$ cat src/rtl/muldiv_unit.sv
// muldiv_unit: iterative MIPS mult/div unit owning HI/LO, one bit per cycle with busy/done/stall handshake
module muldiv_unit #(
  parameter int WIDTH = 32
) (
  input  logic             clk,
  input  logic             reset,
  input  logic             op_valid,
  input  logic [5:0]       func,
  input  logic [WIDTH-1:0] a,
  input  logic [WIDTH-1:0] b,
  output logic             busy,
  output logic             done,
  output logic             stall,
  output logic [WIDTH-1:0] hi,
  output logic [WIDTH-1:0] lo,
  output logic [WIDTH-1:0] mf_result
);
  localparam int CW = $clog2(WIDTH);
  typedef enum logic [1:0] {IDLE, RUN, FIX} state_t;
  state_t state_q, state_d;
  logic [CW-1:0] cnt_q, cnt_d;
  logic [2*WIDTH-1:0] acc_q, acc_d, prod;
  logic [WIDTH-1:0] a_q, a_d, b_q, b_d, hi_q, hi_d, lo_q, lo_d, abs_a, abs_b, quo, rem;
  logic div_q, div_d, qneg_q, qneg_d, rneg_q, rneg_d, zero_q, zero_d, done_q, done_d;
  logic is_md, is_mv, sgn, ge;
  logic [WIDTH:0] msum, dtmp, ddiff;
  assign is_md = func[5:2] == 4'b0110;
  assign is_mv = func[5:2] == 4'b0100;
  assign sgn   = ~func[0];
  assign abs_a = (sgn && a[WIDTH-1]) ? -a : a;
  assign abs_b = (sgn && b[WIDTH-1]) ? -b : b;
  // Multiply keeps the multiplier in acc low half; divide keeps {remainder, quotient} there.
  assign msum  = {1'b0, acc_q[2*WIDTH-1:WIDTH]} + {1'b0, acc_q[0] ? b_q : '0};
  assign dtmp  = {acc_q[2*WIDTH-1:WIDTH], acc_q[WIDTH-1]};
  assign ddiff = dtmp - {1'b0, b_q};
  assign ge    = dtmp >= {1'b0, b_q};
  assign prod  = qneg_q ? -acc_q : acc_q;
  assign quo   = acc_q[WIDTH-1:0];
  assign rem   = acc_q[2*WIDTH-1:WIDTH];
  always_ff @(posedge clk) begin
    if (reset) begin
      state_q <= IDLE;
      cnt_q   <= '0;
      acc_q   <= '0;
      a_q     <= '0;
      b_q     <= '0;
      hi_q    <= '0;
      lo_q    <= '0;
      div_q   <= 1'b0;
      qneg_q  <= 1'b0;
      rneg_q  <= 1'b0;
      zero_q  <= 1'b0;
      done_q  <= 1'b0;
    end else begin
      state_q <= state_d;
      cnt_q   <= cnt_d;
      acc_q   <= acc_d;
      a_q     <= a_d;
      b_q     <= b_d;
      hi_q    <= hi_d;
      lo_q    <= lo_d;
      div_q   <= div_d;
      qneg_q  <= qneg_d;
      rneg_q  <= rneg_d;
      zero_q  <= zero_d;
      done_q  <= done_d;
    end
  end
  always_comb begin
    state_d = state_q;
    case (state_q)
      IDLE:    state_d = (op_valid && is_md) ? RUN : IDLE;
      RUN:     state_d = (cnt_q == '0) ? FIX : RUN;
      default: state_d = IDLE;
    endcase
  end
  always_comb begin
    cnt_d  = cnt_q;
    acc_d  = acc_q;
    a_d    = a_q;
    b_d    = b_q;
    hi_d   = hi_q;
    lo_d   = lo_q;
    div_d  = div_q;
    qneg_d = qneg_q;
    rneg_d = rneg_q;
    zero_d = zero_q;
    done_d = 1'b0;
    if (state_q == IDLE) begin
      if (op_valid && is_md) begin
        cnt_d  = CW'(WIDTH - 1);
        acc_d  = {{WIDTH{1'b0}}, abs_a};
        a_d    = a;
        b_d    = abs_b;
        div_d  = func[1];
        qneg_d = sgn && (a[WIDTH-1] ^ b[WIDTH-1]);
        rneg_d = sgn && a[WIDTH-1];
        zero_d = b == '0;
      end else if (op_valid && func == 6'b010001) begin
        hi_d = a;
      end else if (op_valid && func == 6'b010011) begin
        lo_d = a;
      end
    end else if (state_q == RUN) begin
      acc_d = div_q ? {ge ? ddiff[WIDTH-1:0] : dtmp[WIDTH-1:0], acc_q[WIDTH-2:0], ge}
                    : {msum, acc_q[WIDTH-1:1]};
      cnt_d = cnt_q - 1'b1;
    end else begin
      done_d = 1'b1;
      if (!div_q) begin
        {hi_d, lo_d} = prod;
      end else begin
        hi_d = zero_q ? a_q : (rneg_q ? -rem : rem);
        lo_d = zero_q ? '1  : (qneg_q ? -quo : quo);
      end
    end
  end
  always_comb begin
    busy      = state_q != IDLE;
    done      = done_q;
    stall     = op_valid && busy && (is_md || is_mv);
    hi        = hi_q;
    lo        = lo_q;
    mf_result = (func == 6'b010000) ? hi_q : (func == 6'b010010) ? lo_q : '0;
  end
endmodule
$ cat config.mk
export PLATFORM = sky130hd
export DESIGN_NAME = muldiv_unit
export DESIGN_NICKNAME = d
export VERILOG_FILES = /design/src/rtl/muldiv_unit.sv
export SDC_FILE = /design/constraint.sdc
export NUM_CORES = 1
export LEC_CHECK = 0
export CAP_MARGIN = 20
export CORE_MARGIN = 2
export CORE_UTILIZATION = 35
export DETAILED_ROUTE_END_ITERATION = 12
export SETUP_SLACK_MARGIN = 0.5
export SLEW_MARGIN = 20
export SYNTH_ARGS = -nofsm -noshare
export SYNTH_HDL_FRONTEND = slang
export SYNTH_SLANG_ARGS = --single-unit
$ cat constraint.sdc
create_clock -name clk -period 8.2 [get_ports clk]
set_clock_uncertainty 0.15 [all_clocks]
set_input_delay 1.64 -clock clk [delete_from_list [all_inputs] [get_ports clk]]
set_output_delay 1.64 -clock clk [all_outputs]
set_load 0.02 [all_outputs]
* After elaboration in Yosys (flattened, before gate mapping) *
Index checks and enable logic that the tools add are counted.
W data, S select, Z words.

word-level totals
  word-level logic and storage cells = 88
  output and inout bits = 99
  latch bits = 0
  bits in registers = 204
  memories = 0
  ROM bits = 0
  bits in writable memories = 0

operators by class
  $mul = 0
  bitwise logic cells = 2
  $lt $le $gt $ge = 1
  shift-type cells = 0
  reduce and logical (&&, ||, !) cells = 19
  divide/modulo/power cells = 0
  $add $sub $neg = 8
  equal/unequal tests = 13
  muxes and demuxes = 33

operators by type and width
  operator               number
  $mux W32               21
  $mux W64               5
  $neg A32 Y32           4
  $neg A64 Y64           1
  $add A32 B32 Y33       1
  $ge A33 B32 Y1         1
  $logic_not A32 Y1      1
  $sub A32 B32 Y32       1
  $eq A6 B5 Y1 const B   4
  $mux W5                3
  $eq A4 B3 Y1 const B   2
  $logic_and A1 B1 Y1    8
  $ne A2 B2 Y1 const B   4
  $logic_not A5 Y1       1
  $sub A5 B1 Y5 const B  1
  $ne A2 B1 Y1 const B   2
  $pmux W2 S2            1
  $reduce_and A2 Y1      2
  $reduce_and A4 Y1      1
  $reduce_bool A2 Y1     2
  $reduce_and A3 Y1      1
  $eq A2 B1 Y1 const B   1
  $logic_not A2 Y1       1
  $mux W1                2
  5 further kinds        5

* Logic depth before layout (Yosys ltp) *
  word-level depth = 6
  gate-level depth with buffers = 15

* Worst setup path before layout *
No wires, ideal clock.

  path kind = input -> output
  start = input func[0]
  end = output mf_result[10]
  path buffers = 3
  data arrival time = 2.939 ns
  setup slack = 3.471 ns
  cell stages on the path = 5
  path through = clkbuf_1 or4_1 clkbuf_1 clkbuf_1 nor2_1

on the way
  cells in the longest elaborated chain, start to end = 3
  elaborated cells between the ends (all ways) = 4
  those cells by class = 2 x eq/ne; 2 x mux

ends and longest elaborated chain
  what                RTL line  text
  start: declaration  8         input logic [5:0] func,
  $eq A6 B5 Y1        124       mf_result = (func == 6'b010000) ? hi_q : (func == 6'b010010) ? lo_q : '0;
  $mux W32            124
  $mux W32 *          124
  end: declaration    16        output logic [WIDTH-1:0] mf_result

Mark *: on every way between the ends. The rest lies on a longest branch, timed or not.

* Worst setup path in the final report *
  start = input func[0]
  end = output mf_result[24]

Same word-level chain as after synthesis.

==> impl_metrics.toml <==
[timing]
rsz0062_at_grt = "false"
fin_crit_sh = 0.693
final-setup-viol-count = 0
hold_viol_final = 0
finalSetupTns_ns = 0
maxSlewViolCount = 0
worst_slew_pin_slew_ns = 1.12
relSlewSlack = 0.244
min_period_ns = 5.69
timing.fmax_mhz = 176

[worst_setup_path]
cp.depth = 5
end_kind = "primary output"
critical_path_class = "in2out"
critPathMaxStageDelay_ns = 0.63
cpMostUsedCell = "clkdlybuf4s50_1"
reg2reg_depth = 12
crit_start = "func[0]"
path_max_fanout = 32
critPathBufInv = 3
r2r_end = "acc_q[39]$_SDFFE_PP0P_"
r2r_setup_slack_ns = 3.71
required_ns = 6.41
worstReg2RegStart = "acc_q[31]$_SDFFE_PP0P_"
path_cells = "clkdlybuf4s50_1 > or4_1 > buf_4 > nor2_1 > clkdlybuf4s50_1"
worstSetupEndpoint = "mf_result[24]"
cpLargestDelayFamily = "buffers and inverters"
crit_slowest_cell = "clkdlybuf4s50_1"
critPathLaunchType = "primary input"
critPathArrivalTime_ns = 3.90

[floorplanning]
num_rows = 80
die_x_microns = 224
coreArea_sq_um = 47800
initial_core_util = 0.355
dieArea_sq_um = 50300
die_h_microns = 224
io_pins = 172

[detailed_routing]
drt-pass1-iter-count = 5
wirelength_microns = 61800
wl_met2_microns = 28300
drt-met1-wl_microns = 27700
top_layer_used = "met5"
drt_iter0_markers = 1524
dr_wl_met3_microns = 3340
vias = 17400
vias_per_cell = 5.78
drt.antenna.violating_nets = 0
wire_per_inst_microns = 20.5
remaining_drc_errors = 0

[logic_synthesis]
async_flop_share = 0
synth_top_family_by_area = "compound AO/OA/AOI/OAI gates"
synth-adder-area-share = 0.0532
synthCells = 2352
syn_area_sq_um = 17000
synth-seq-cells = 204
synthSimpleGateAreaFrac = 0.214
synth_edf_count = 0
synth.yosys.seq_area_share = 0.241
yosys_warnings = 0
synth-xor-area-share = 0.0975
yosys.cell_types.count = 77
synth_mux_area_frac = 0.0638
syn_nets = 2496
synth_compound_area_frac = 0.269
avgSynthCellArea_sq_um = 7.22
synth-main-ff-cell = "dfxtp_1"

[cts]
clock_sinks = 204
cts_made_buffers = 26
ctsHoldBuffers = 0
clk_pin_slew_ns = 0.06
cts_resized = 0
clock_path_buffers = 3
post_cts_buffers = 0
cts_tree = "built"
cts_root_buffer = "clkbuf_16"
clock_latency_ns = 0.56
cts-htree-levels = 1

[place]
dpl.hpwl_microns = 45400
io_buffers = 171
placed_cell_area_sq_um = 18900
gp_congestion = 0.904

[pwr]
peakVddDrop_v = 0.000130
p_leak_nw = 7.29
p_per_area_nw_per_um2 = 147

[run]
drv_cap = 0

[global_routing]
grt_pass1_wl_microns = 96600
grt_pass1_vias = 16700
antenna_found_initial = 1
grt_overflow_total = 0
grtUsageTotal = 0.239
grt_max_degree = 112

[outcome]
outcome = "finished, final reports clean"

[finish]
n_fill_cell = 4960
final_area_sq_um = 19800
antennaDiodeCount = 0
syn2layout_area_growth_pct = 17.0
final_common_cell = "nand2_1"
drive_above_1_share = 0.0509
final_cell_mix = "305 x nand2_1, 241 x nor2_1, 224 x a21oi_1, 200 x dfxtp_1, 169 x clkdlybuf4s50_1"
fin_nets = 2525

[worst_hold_path]
hp-class = "reg2reg"
==> worst min path at each step <==
stage,cells past startpoint,startpoint,slack (ns),to
finish,2,a_q[28]$_SDFFE_PP0P_,0.30,a_q[28]$_SDFFE_PP0P_
global route,2,a_q[15]$_SDFFE_PP0P_,0.32,a_q[15]$_SDFFE_PP0P_
CTS,2,a_q[28]$_SDFFE_PP0P_,0.31,a_q[28]$_SDFFE_PP0P_
detailed placement,2,a_q[18]$_SDFFE_PP0P_,0.30,a_q[18]$_SDFFE_PP0P_
global placement,2,a_q[23]$_SDFFE_PP0P_,0.29,a_q[23]$_SDFFE_PP0P_
floorplan,2,a_q[18]$_SDFFE_PP0P_,0.28,a_q[18]$_SDFFE_PP0P_
==> sequential cells by signal (all words and copies together) (netlist names) <==
name	count
a_q	32
acc_q	64
b_q	32
cnt_q	5
div_q	1
done	1
hi	32
lo	32
qneg_q	1
rneg_q	1
state_q	2
zero_q	1
==> stage by stage <==
step / total power (W) / hold WS, ns / worst slack (ns) / instances / utilization
6_report: 0.00291 / 0.305 / 2.51 / 3014 / 0.415
3_5_place_dp: 0.00167 / 0.298 / 2.48 / 2968 / 0.395
5_1_grt: 0.00301 / 0.324 / 2.38 / 3014 / 0.415
4_1_cts: 0.00292 / 0.306 / 2.48 / 3014 / 0.415
3_3_place_gp: 0.00167 / 0.292 / 2.50 / 2968 / 0.395
2_1_floorplan: 0.00146 / 0.281 / 3.47 / 2352 / -
==> power breakdown <==
group	total (W)	internal (W)	switching (W)
Combinational	0.000619	0.000230	0.000389
Clock	0.00125	0.000771	0.000477
Sequential	0.00104	0.00101	0.0000289
Total	0.00291	0.00201	0.000895
==> cells by family (layout without fill, tap and decap cells) <==
logic type | count (synthesis) | after routing
AND/OR/NAND/NOR | 795 | 795
XOR/XNOR | 189 | 189
adder cells (fa/ha/maj) | 71 | 71
flip-flops | 204 | 204
AO/OA/AOI/OAI | 714 | 714
buffers and inverters | 272 | 319
multiplexers | 107 | 107
==> tightest hold or removal path, stage by stage (launching register included) <==
cell and delay [ns]:
dfxtp_1 0.31, nand2_1 0.05, a21oi_1 0.05
==> final cells by class <==
class                      instances  area [sq um]  area share
multi-input combinational       1876         11900       0.599
sequential                       204          4090       0.206
timing repair buffer             195          1890      0.0951
clock buffer                      39           811      0.0408
tap                              615           769      0.0388
inverter                          78           294      0.0148
clock inverter                     7           114     0.00574
==> metal layers <==
| metal | vias up | GRT usage |
|---|---|---|
| met5 | - | 0 |
| met4 | 2 | 0.0925 |
| met3 | 126 | 0.0235 |
| met2 | 577 | 0.400 |
| met1 | 8264 | 0.318 |
| li1 | 8460 | - |
==> cell usage after synthesis (8+ instances only) <==
| master | count | share of area |
|---|---|---|
| a211oi_1 | 59 | 0.026 |
| a21o_1 | 43 | 0.019 |
| a21oi_1 | 225 | 0.066 |
| a221oi_1 | 12 | 0.0062 |
| a22oi_1 | 13 | 0.0058 |
| a311oi_1 | 10 | 0.0052 |
| a31oi_1 | 20 | 0.0074 |
| buf_1 | 11 | 0.0024 |
| buf_2 | 10 | 0.0029 |
| clkbuf_1 | 172 | 0.038 |
| dfxtp_1 | 204 | 0.24 |
| ha_1 | 69 | 0.051 |
| inv_1 | 77 | 0.017 |
| mux2_2 | 9 | 0.0060 |
| mux2i_1 | 98 | 0.058 |
| nand2_1 | 306 | 0.068 |
| nand2b_1 | 24 | 0.0088 |
| nand3_1 | 30 | 0.0088 |
| nand4_1 | 19 | 0.0070 |
| nor2_1 | 246 | 0.054 |
| nor2b_1 | 17 | 0.0063 |
| nor3_1 | 51 | 0.015 |
| nor4_1 | 16 | 0.0059 |
| o211ai_1 | 53 | 0.023 |
| o21a_1 | 13 | 0.0058 |
| o21ai_0 | 143 | 0.042 |
| o21bai_1 | 8 | 0.0035 |
| o221ai_1 | 33 | 0.017 |
| o31ai_1 | 28 | 0.012 |
| or2_2 | 9 | 0.0033 |
| or3_1 | 19 | 0.0070 |
| or4_1 | 15 | 0.0066 |
| xnor2_1 | 113 | 0.058 |
| xor2_1 | 76 | 0.039 |
Note: power is estimated with default switching activity, not from simulation.
